**src/rtl/sram_port_arbiter.sv**
```systemverilog
`default_nettype none
// ============================================================================
//  Module   : sram_port_arbiter
//  Purpose  : Round-robin arbiter sharing system-RAM port B between host
//             128-bit writes, UART 32-bit lane writes and locked TX reads.
//             Registered RAM drive, read-valid return pipe, lock starvation
//             guard.
//  Revision : 1.0 - initial release
// ============================================================================
module sram_port_arbiter #(
   parameter int ADDR_W   = 16,
   parameter int RD_LAT   = 2,
   parameter int MAX_LOCK = 64
) (
   input  logic                I_clk,
   input  logic                I_Rst_n,
   input  logic                I_host_req,
   input  logic [ADDR_W-1:0]   I_host_addr,
   input  logic [127:0]        I_host_data,
   output logic                O_host_ack,
   input  logic                I_uart_req,
   input  logic [ADDR_W+1:0]   I_uart_addr,
   input  logic [31:0]         I_uart_data,
   output logic                O_uart_ack,
   input  logic                I_rd_req,
   input  logic                I_rd_lock,
   input  logic [ADDR_W-1:0]   I_rd_addr,
   output logic                O_rd_ack,
   output logic [127:0]        O_rd_data,
   output logic                O_rd_vld,
   output logic                O_ram_en,
   output logic [15:0]         O_ram_wen,
   output logic [ADDR_W-1:0]   O_ram_addr,
   output logic [127:0]        O_ram_wdata,
   input  logic [127:0]        I_ram_rdata,
   output logic [1:0]          O_owner,
   output logic                O_locked
);

   localparam logic [1:0] C_OWN_HOST = 2'd0;
   localparam logic [1:0] C_OWN_UART = 2'd1;
   localparam logic [1:0] C_OWN_RD   = 2'd2;
   localparam logic [1:0] C_OWN_NONE = 2'd3;

   localparam logic [0:0] ST_RR   = 1'b0;
   localparam logic [0:0] ST_LOCK = 1'b1;

   localparam int                 C_CNT_W     = $clog2(MAX_LOCK + 1);
   localparam logic [C_CNT_W-1:0] C_LOCK_LAST = C_CNT_W'(MAX_LOCK - 1);

   logic [0:0]          r_state;
   logic [0:0]          w_state_nxt;
   logic [C_CNT_W-1:0]  r_lock_cnt;
   logic [C_CNT_W-1:0]  w_lock_cnt_nxt;
   logic                r_excl_rd;
   logic                w_excl_rd_nxt;
   logic [1:0]          r_owner;
   logic [1:0]          w_rr_last;
   logic                w_rd_elig;
   logic [2:0]          w_gnt;        // {read, uart, host}
   logic [15:0]         w_uart_wen;
   logic                r_ram_en;
   logic [15:0]         r_ram_wen;
   logic [ADDR_W-1:0]   r_ram_addr;
   logic [127:0]        r_ram_wdata;
   logic [RD_LAT:0]     r_rd_pipe;

   // Before any grant the last winner is taken as read, giving host first pick
   assign w_rr_last  = (r_owner == C_OWN_NONE) ? C_OWN_RD : r_owner;
   assign w_uart_wen = 16'h000F << {I_uart_addr[1:0], 2'b00};

   // Grant selection: rotate priority after the last winner; lock owns the port
   always_comb begin
      w_rd_elig = I_rd_req && !(r_excl_rd && (I_host_req || I_uart_req));
      w_gnt     = 3'b000;
      if (r_state == ST_LOCK) begin
         w_gnt[2] = I_rd_req;
      end else begin
         case (w_rr_last)
            C_OWN_HOST: begin
               if (I_uart_req)      w_gnt[1] = 1'b1;
               else if (w_rd_elig)  w_gnt[2] = 1'b1;
               else if (I_host_req) w_gnt[0] = 1'b1;
            end
            C_OWN_UART: begin
               if (w_rd_elig)       w_gnt[2] = 1'b1;
               else if (I_host_req) w_gnt[0] = 1'b1;
               else if (I_uart_req) w_gnt[1] = 1'b1;
            end
            default: begin
               if (I_host_req)      w_gnt[0] = 1'b1;
               else if (I_uart_req) w_gnt[1] = 1'b1;
               else if (w_rd_elig)  w_gnt[2] = 1'b1;
            end
         endcase
      end
      if (!I_Rst_n) w_gnt = 3'b000;
   end

   // Next state: enter lock on a locked read, leave on unlock or count limit
   always_comb begin
      w_state_nxt    = r_state;
      w_lock_cnt_nxt = r_lock_cnt;
      w_excl_rd_nxt  = r_excl_rd;
      case (r_state)
         ST_RR: begin
            w_excl_rd_nxt = 1'b0;
            if (w_gnt[2] && I_rd_lock) begin
               w_state_nxt    = ST_LOCK;
               w_lock_cnt_nxt = C_CNT_W'(1);
            end
         end
         default: begin
            if (w_gnt[2]) begin
               if (r_lock_cnt == C_LOCK_LAST) begin
                  // forced release: give waiting writers the next slot
                  w_state_nxt    = ST_RR;
                  w_lock_cnt_nxt = '0;
                  w_excl_rd_nxt  = 1'b1;
               end else if (!I_rd_lock) begin
                  w_state_nxt    = ST_RR;
                  w_lock_cnt_nxt = '0;
               end else begin
                  w_lock_cnt_nxt = r_lock_cnt + 1'b1;
               end
            end else if (!I_rd_lock) begin
               w_state_nxt    = ST_RR;
               w_lock_cnt_nxt = '0;
            end
         end
      endcase
   end

   // Outputs decoded from grant and state
   always_comb begin
      O_host_ack = w_gnt[0];
      O_uart_ack = w_gnt[1];
      O_rd_ack   = w_gnt[2];
      O_locked   = (r_state == ST_LOCK);
   end

   // State, lock counter, exclusion flag and last-owner registers
   always_ff @(posedge I_clk or negedge I_Rst_n) begin
      if (!I_Rst_n) begin
         r_state    <= ST_RR;
         r_lock_cnt <= '0;
         r_excl_rd  <= 1'b0;
         r_owner    <= C_OWN_NONE;
      end else begin
         r_state    <= w_state_nxt;
         r_lock_cnt <= w_lock_cnt_nxt;
         r_excl_rd  <= w_excl_rd_nxt;
         if (w_gnt[0])      r_owner <= C_OWN_HOST;
         else if (w_gnt[1]) r_owner <= C_OWN_UART;
         else if (w_gnt[2]) r_owner <= C_OWN_RD;
      end
   end

   // Registered RAM drive: enable pulses per transfer, other fields hold
   always_ff @(posedge I_clk or negedge I_Rst_n) begin
      if (!I_Rst_n) begin
         r_ram_en    <= 1'b0;
         r_ram_wen   <= '0;
         r_ram_addr  <= '0;
         r_ram_wdata <= '0;
      end else begin
         r_ram_en <= |w_gnt;
         if (w_gnt[0]) begin
            r_ram_wen   <= 16'hFFFF;
            r_ram_addr  <= I_host_addr;
            r_ram_wdata <= I_host_data;
         end else if (w_gnt[1]) begin
            r_ram_wen   <= w_uart_wen;
            r_ram_addr  <= I_uart_addr[ADDR_W+1:2];
            r_ram_wdata <= {4{I_uart_data}};
         end else if (w_gnt[2]) begin
            r_ram_wen   <= 16'h0000;
            r_ram_addr  <= I_rd_addr;
         end
      end
   end

   // Read-valid pipe: one stage for the RAM issue plus RD_LAT of RAM latency
   always_ff @(posedge I_clk or negedge I_Rst_n) begin
      if (!I_Rst_n) r_rd_pipe <= '0;
      else          r_rd_pipe <= {r_rd_pipe[RD_LAT-1:0], w_gnt[2]};
   end

   assign O_ram_en    = r_ram_en;
   assign O_ram_wen   = r_ram_wen;
   assign O_ram_addr  = r_ram_addr;
   assign O_ram_wdata = r_ram_wdata;
   assign O_rd_vld    = r_rd_pipe[RD_LAT];
   assign O_rd_data   = I_ram_rdata;
   assign O_owner     = r_owner;

endmodule
`default_nettype wire

```
**config.mk**
```make
export PLATFORM = sky130hd
export DESIGN_NAME = sram_port_arbiter
export DESIGN_NICKNAME = d
export VERILOG_FILES = /design/src/rtl/sram_port_arbiter.sv
export SDC_FILE = /design/constraint.sdc
export NUM_CORES = 1
export LEC_CHECK = 0
export BUFFER_PORTS_ARGS = -buffer_cell sky130_fd_sc_hd__buf_4
export CAP_MARGIN = 20
export CORE_AREA = 2 2 247 249
export CTS_CLUSTER_SIZE = 25
export DETAILED_ROUTE_END_ITERATION = 7
export DIE_AREA = 0 0 249 251
export GPL_TIMING_DRIVEN = 0
export MAX_ROUTING_LAYER = met4
export PLACE_DENSITY_LB_ADDON = 0.12
export SYNTH_ARGS = -nofsm -noshare
export SYNTH_HDL_FRONTEND = slang
export SYNTH_SLANG_ARGS = --single-unit
```
**constraint.sdc**
```tcl
create_clock -name I_clk -period 1.8 [get_ports I_clk]
set_input_delay 0.18 -clock I_clk [delete_from_list [all_inputs] [get_ports I_clk]]
set_output_delay 0.18 -clock I_clk [all_outputs]
set_load 0.02 [all_outputs]
```
# Word level (Yosys, flattened, before mapping)
# Index checks and enable logic that the tools add are counted.
# word_totals
regBits	175
# classes
n_addsub	1
eq_ne	6
shifts	1
n_mux	39
n_reduce_logical	12
# op_table
op	count
128-bit two-way mux	2
16-bit two-way mux	6
7-bit two-way mux	6
1-bit two-way mux	16
4-bit by 4-bit left shift with 16-bit output, first input constant	1
2-bit two-way mux	7
7-bit by 1-bit adder with 7-bit output, second input constant	1
7-bit by 6-bit equality test with 1-bit output, second input constant	1
3-bit one-hot mux with 2 select lines	1
2-bit by 1-bit != test with 1-bit output, second input constant	2
2-bit AND reduction	2
2-bit nonzero test	2
1-bit logical AND	3
3-bit two-way mux	1
3-bit by 2-bit != test with 1-bit output, second input constant	1
3-bit nonzero test	1
3-bit OR reduction	1
2-bit by 1-bit equality test with 1-bit output, second input constant	1
2-bit equality test, second input constant	1
2-bit logical NOT	1
1-bit logical NOT	1
1-bit logical OR	1

# Longest topological paths before layout
# logic_depth
depth_word	13
mapped_depth	9
depth_no_buf	5

# Worst setup path before layout
# No wires, ideal clock.
# synth_timing
kind	reg-to-reg
startpoint	reg r_state, in the netlist O_locked
endpoint	reg r_ram_wen[11], in the netlist O_ram_wen[11]
arrival_time_ns	1.745
t_required_ns	1.655
setup_slack_ns	-0.090
stages_incl_launch_ff	6
cell_sequence	dfrtp_1 > buf_6 > nand2b_1 > o32ai_2 > clkbuf_1 > o21ai_0
# synth_between
elab_chain_cells	4
elab_cells_between_ends	6
cone_classes	mux: 5; reduce/logical: 1
# synth_rtl
element	line	source
start: declaration	51	logic [0:0] r_state;
start signal: assignment	150	r_state <= w_state_nxt;
2-bit two-way mux (*)	76	if (r_state == ST_LOCK) begin
3-bit two-way mux (*)	97	if (!I_Rst_n) w_gnt = 3'b000;
named net O_uart_ack	24	output logic O_uart_ack,
16-bit two-way mux	172	end else if (w_gnt[1]) begin
16-bit two-way mux	168	if (w_gnt[0]) begin
end signal: assignment	173	r_ram_wen <= w_uart_wen;
end: declaration	63	logic [15:0] r_ram_wen;
# Mark *: on every way through the listed nets, which the timed path passes. The rest lies on a longest branch.
# A chain may end at the register's enable or synchronous reset.

# Worst setup path after layout
# layout_timing
startpoint	reg r_owner[1], in the netlist O_owner[1]
endpoint	reg r_ram_wdata[87], in the netlist O_ram_wdata[87]
# layout_between
elab_chain_cells	7
elab_cells_between_ends	9
cone_classes	eq/ne: 2; mux: 5; reduce/logical: 2
# layout_rtl
element	line	source
start: declaration	57	logic [1:0] r_owner;
start signal: assignment	148	r_owner <= C_OWN_NONE;
start signal: assignment	153	if (w_gnt[0]) r_owner <= C_OWN_HOST;
start signal: assignment	154	else if (w_gnt[1]) r_owner <= C_OWN_UART;
2-bit equality test	69	assign w_rr_last = (r_owner == C_OWN_NONE) ? C_OWN_RD : r_owner;
2-bit two-way mux (*)	69	
2-bit by 1-bit equality test with 1-bit output or 2-bit logical NOT (tied branches)	79	case (w_rr_last)
3-bit one-hot mux with 2 select lines (*)	79	
2-bit two-way mux (*)	76	
3-bit two-way mux (*)	97	
128-bit two-way mux or 2-bit nonzero test (tied branches)	-	
end signal: assignment	171	r_ram_wdata <= I_host_data;
end signal: assignment	175	r_ram_wdata <= {4{I_uart_data}};
end: declaration	65	logic [127:0] r_ram_wdata;
# Every way passes the cells marked *; elsewhere a longest branch is shown, timed or not.

==> out/qor.json <==
{
  "multiplexer_share_of_the_synthesized_area": {"value": 0.1461},
  "insertion_delay_to_the_later_sink_of_the_worst_skew_pair": {"value": 490, "unit": "ps"},
  "critPathTopFamily": {"value": "buffers and inverters"},
  "clock_tree.htree_level_count": {"value": 4},
  "critical_path.max_fanout": {"value": 7},
  "drt_wl_total": {"value": 50810, "unit": "um"},
  "die_width": {"value": 249, "unit": "um"},
  "fillerInstances": {"value": 6232},
  "clock_skew": {"value": 13.70, "unit": "ps"},
  "timing.setup.tns": {"value": -24890, "unit": "ps"},
  "place.detailed.hpwl": {"value": 34450, "unit": "um"},
  "timing.critical_path.to_type": {"value": "flop"},
  "fin_crit_sh": {"value": 1.145},
  "cts.sinks": {"value": 163},
  "core.rowCount": {"value": 90},
  "slew_headroom": {"value": 0.5502},
  "critical_path_depth": {"value": 9},
  "synth_simple_gate_area_share": {"value": 0.07234},
  "critical_path.n_buffers_inverters": {"value": 6},
  "gp_routability_congestion": {"value": 0.7422},
  "period_needed": {"value": 2061, "unit": "ps"},
  "synth_enable_flop_cells": {"value": 0},
  "worstRegToRegCells": {"value": 9},
  "syn_avg_cell_area": {"value": 10.16, "unit": "um2"},
  "ys_dominant_reg_cell": {"value": "sky130_fd_sc_hd__dfrtp_1"},
  "synth-xor-area-share": {"value": 0.0009987},
  "power_density": {"value": 1123, "unit": "nW/um2"},
  "synth_adder_area_share": {"value": 0.001427},
  "seq_area_frac_synth": {"value": 0.4654},
  "p_leak": {"value": 8.767, "unit": "nW"},
  "violations": {"value": "negative setup slack"},
  "antenna_found_initial": {"value": 2},
  "grt_setup_unrepaired": {"value": "yes"},
  "flow.area_growth_from_synthesis": {"value": 116.1, "unit": "%"},
  "netlist_top_cells_count": {"value": "sky130_fd_sc_hd__dfrtp_1, sky130_fd_sc_hd__buf_4, sky130_fd_sc_hd__nand2_1"},
  "final_util": {"value": 0.3170},
  "floorplan.die_area": {"value": 62500, "unit": "um2"},
  "synth.net_count": {"value": 1208},
  "ys_async_sr_fraction": {"value": 1.000},
  "drive_gt1_frac": {"value": 0.5733},
  "timing.critical_path.arrival": {"value": 2430, "unit": "ps"},
  "grt_pass1_vias": {"value": 9893},
  "synthesis.instances": {"value": 863},
  "status": {"value": "complete, but fails checks"},
  "max_slew.worst_pin.slew": {"value": 674.7, "unit": "ps"},
  "finalSetupViolCount": {"value": 148},
  "netlist_area_before_placement": {"value": 8770, "unit": "um2"},
  "synth.top_cells.by_area": {"value": "sky130_fd_sc_hd__dfrtp_1, sky130_fd_sc_hd__mux2i_1, sky130_fd_sc_hd__buf_4"},
  "yosys_register_bits": {"value": 163},
  "tritoncts_clock_tree": {"value": "done"},
  "layout_setup_ws": {"value": -261.3, "unit": "ps"},
  "worst_path_most_repeated_cell": {"value": "sky130_fd_sc_hd__buf_12"},
  "num_io_pins": {"value": 640},
  "dr.pass1.iters": {"value": 4},
  "hold_path.class": {"value": "in2reg"},
  "post-route-cell-area": {"value": 18950, "unit": "um2"},
  "synth.most_common_cell": {"value": "sky130_fd_sc_hd__dfrtp_1"},
  "grt-ovfl-total": {"value": 0},
  "max_cap_viol_count": {"value": 0},
  "worstSetupEndpoint": {"value": "O_ram_wdata[87]"},
  "worstSetupStartpointType": {"value": "flop"},
  "detailedPlace.worstSlack": {"value": -1312, "unit": "ps"},
  "start_util": {"value": 0.1467},
  "synth_compound_gate_area_share": {"value": 0.1491},
  "rr_startpoint": {"value": "O_owner[1]"},
  "route.vias.total": {"value": 9538},
  "critical_path_class": {"value": "reg2reg"},
  "report.final.hold_viol_count": {"value": 0},
  "final_antenna_net_count": {"value": 0},
  "critical_path.max_stage_delay": {"value": 570, "unit": "ps"},
  "synthDominantCellAreaShare": {"value": 0.4594},
  "path_cells": {"value": "buf_4 -> o2111a_2 -> buf_12 -> buf_8 -> buf_12 -> buf_12 -> buf_12 -> mux2i_1 -> o21ai_1"},
  "clock_path_buffers": {"value": 2},
  "crit_path_top_delay_cell": {"value": "sky130_fd_sc_hd__dfstp_2"},
  "finalNetCount": {"value": 2026},
  "grt_first_pass_wirelength": {"value": 68080, "unit": "um"},
  "coreArea": {"value": 59790, "unit": "um2"},
  "cts_inserted_buffers": {"value": 17},
  "ff2ff_setup_slack": {"value": -260, "unit": "ps"},
  "remaining_drc_errors": {"value": 0},
  "worst_ir_drop_vdd": {"value": 760.4, "unit": "uV"},
  "yosys_warnings": {"value": 0},
  "worstPathRequired": {"value": 2170, "unit": "ps"},
  "synth_top_family_by_area": {"value": "buffers and inverters"},
  "floorplan.die.height": {"value": 251, "unit": "um"},
  "vias_per_cell": {"value": 3.852},
  "crit_path_start": {"value": "O_owner[1]"},
  "port_buffers": {"value": 510},
  "fmax": {"value": 0.4851, "unit": "GHz"},
  "drt-initial-drc-count": {"value": 352},
  "post_synth_num_cell_types": {"value": 47},
  "grt_usage": {"value": 0.1550},
  "final_count_of_pins_violating_max_slew": {"value": 0},
  "synth_area_leader_cell": {"value": "sky130_fd_sc_hd__dfrtp_1"},
  "maximum_number_of_pins_on_one_net_before_global_route_repair": {"value": 84},
  "r2r-end": {"value": "O_ram_wdata[87]"},
  "timing.hold.ws": {"value": 34.81, "unit": "ps"},
  "cts.reportedPaths.clkPinSlew": {"value": 70, "unit": "ps"},
  "detailed_place.area": {"value": 13630, "unit": "um2"},
  "avgRoutedWirePerCell": {"value": 20.52, "unit": "um"},
  "cts_root_buf": {"value": "sky130_fd_sc_hd__clkbuf_16"}
}
## metrics by stage
step / power, mW / instances
6_report: 21.28 / 2476
5_1_grt: 22.46 / 2476
4_1_cts: 20.37 / 2435
3_5_place_dp: 14.73 / 2156
3_3_place_gp: 14.71 / 2155
2_1_floorplan: 10.26 / 863
## logic make-up after synthesis
| group | after synthesis |
|---|---|
| buf+inv | 202 |
| simple gates | 153 |
| fa+ha+maj | 1 |
| xor+xnor | 1 |
| compound gates | 215 |
| mux | 128 |
| flops | 163 |
## flip-flops by register name (all words and copies together) (netlist names)
| name | flops |
|---|---|
| O_locked | 1 |
| O_owner | 2 |
| O_ram_addr | 16 |
| O_ram_en | 1 |
| O_ram_wdata | 128 |
| O_ram_wen | 4 |
| r_excl_rd | 1 |
| r_lock_cnt | 7 |
| r_rd_pipe | 3 |
## report_power, final
group	switching, mW	internal (mW)	leakage (nW)
clock network	1.67	2.35	0.296
registers	0.990	4.99	2.01
logic	5.75	5.54	6.46
## worst min-delay path by stage
stage / from / end / slack (ps) / cells after the start
finish: I_host_data[110] / O_ram_wdata[110] / 30 / 3
global route: I_host_data[110] / O_ram_wdata[110] / 20 / 3
CTS: I_Rst_n / O_ram_wdata[28] / -410 / 1
detailed placement: I_Rst_n / O_ram_wdata[28] / 240 / 1
global placement: r_rd_pipe[1] / r_rd_pipe[2] / 340 / 0
floorplan: I_Rst_n / O_locked / -120 / 0
## layer usage
layer / vias to the layer above / track usage / wire (um)
met5: - / - / 0
met3: 37 / 0.03365 / 2361
met2: 304 / 0.2556 / 25490
met1: 4660 / 0.1910 / 22230
li1: 4537 / - / -
met4: 0 / 0.04329 / 730
## tightest hold or removal path: cells and delay by family
family,cells,cell delay (ps)
muxes,1,110
buffers and inverters,1,90
AOI/OAI and AO/OA,1,120
## layout by cell type (no fill, tap or decap), types with 3 or more instances in the layout
cell type | synthesis | routed
sky130_fd_sc_hd__o21ai_2 | 0 | 28
sky130_fd_sc_hd__dlygate4sd3_1 | 0 | 203
sky130_fd_sc_hd__o31ai_4 | 0 | 3
sky130_fd_sc_hd__buf_4 | 141 | 678
sky130_fd_sc_hd__clkbuf_4 | 0 | 4
sky130_fd_sc_hd__mux2i_2 | 0 | 12
sky130_fd_sc_hd__buf_12 | 0 | 39
sky130_fd_sc_hd__o21ai_0 | 49 | 18
sky130_fd_sc_hd__bufinv_16 | 0 | 3
sky130_fd_sc_hd__o31ai_1 | 16 | 11
sky130_fd_sc_hd__a21oi_1 | 4 | 3
sky130_fd_sc_hd__a31oi_1 | 8 | 7
sky130_fd_sc_hd__clkbuf_1 | 20 | 7
sky130_fd_sc_hd__buf_6 | 18 | 20
sky130_fd_sc_hd__clkbuf_16 | 0 | 29
sky130_fd_sc_hd__clkbuf_8 | 0 | 7
sky130_fd_sc_hd__nand2_2 | 0 | 30
sky130_fd_sc_hd__nand3_1 | 4 | 3
sky130_fd_sc_hd__o21ai_1 | 89 | 92
sky130_fd_sc_hd__inv_1 | 6 | 5
sky130_fd_sc_hd__mux2i_4 | 0 | 7
sky130_fd_sc_hd__nand2_4 | 0 | 26
sky130_fd_sc_hd__a2bb2oi_1 | 15 | 4
sky130_fd_sc_hd__a22oi_2 | 0 | 16
sky130_fd_sc_hd__buf_16 | 0 | 20
sky130_fd_sc_hd__mux2i_1 | 128 | 109
sky130_fd_sc_hd__buf_8 | 0 | 7
sky130_fd_sc_hd__dfrtp_1 | 161 | 160
sky130_fd_sc_hd__a2bb2oi_2 | 1 | 12
sky130_fd_sc_hd__clkbuf_2 | 0 | 4
sky130_fd_sc_hd__nand2_1 | 132 | 76
## timing repair
item                                   in CTS  in global routing
resized for setup                         161                235
buffers inserted                           37                 24
cloned                                     15                 12
endpoints found under the hold margin     227                117
pin swaps                                  10                 66
hold buffers                              199                  9
setup endpoints to repair                 162                157
## area by class of cell
cell class                      instances  area, um2  area share
Multi-Input combinational cell        498       4045      0.2134
Clock buffer                           26      509.2     0.02687
Buffer                                191       1832     0.09665
Inverter                                6      22.52    0.001188
Clock inverter                          4      95.09    0.005017
Sequential cell                       163       4083      0.2154
Antenna cell                            2      5.005   0.0002641
Timing Repair Buffer                  804       7383      0.3896
Tap cell                              782      978.4     0.05162
No activity file was read; power rests on OpenSTA's default activity.
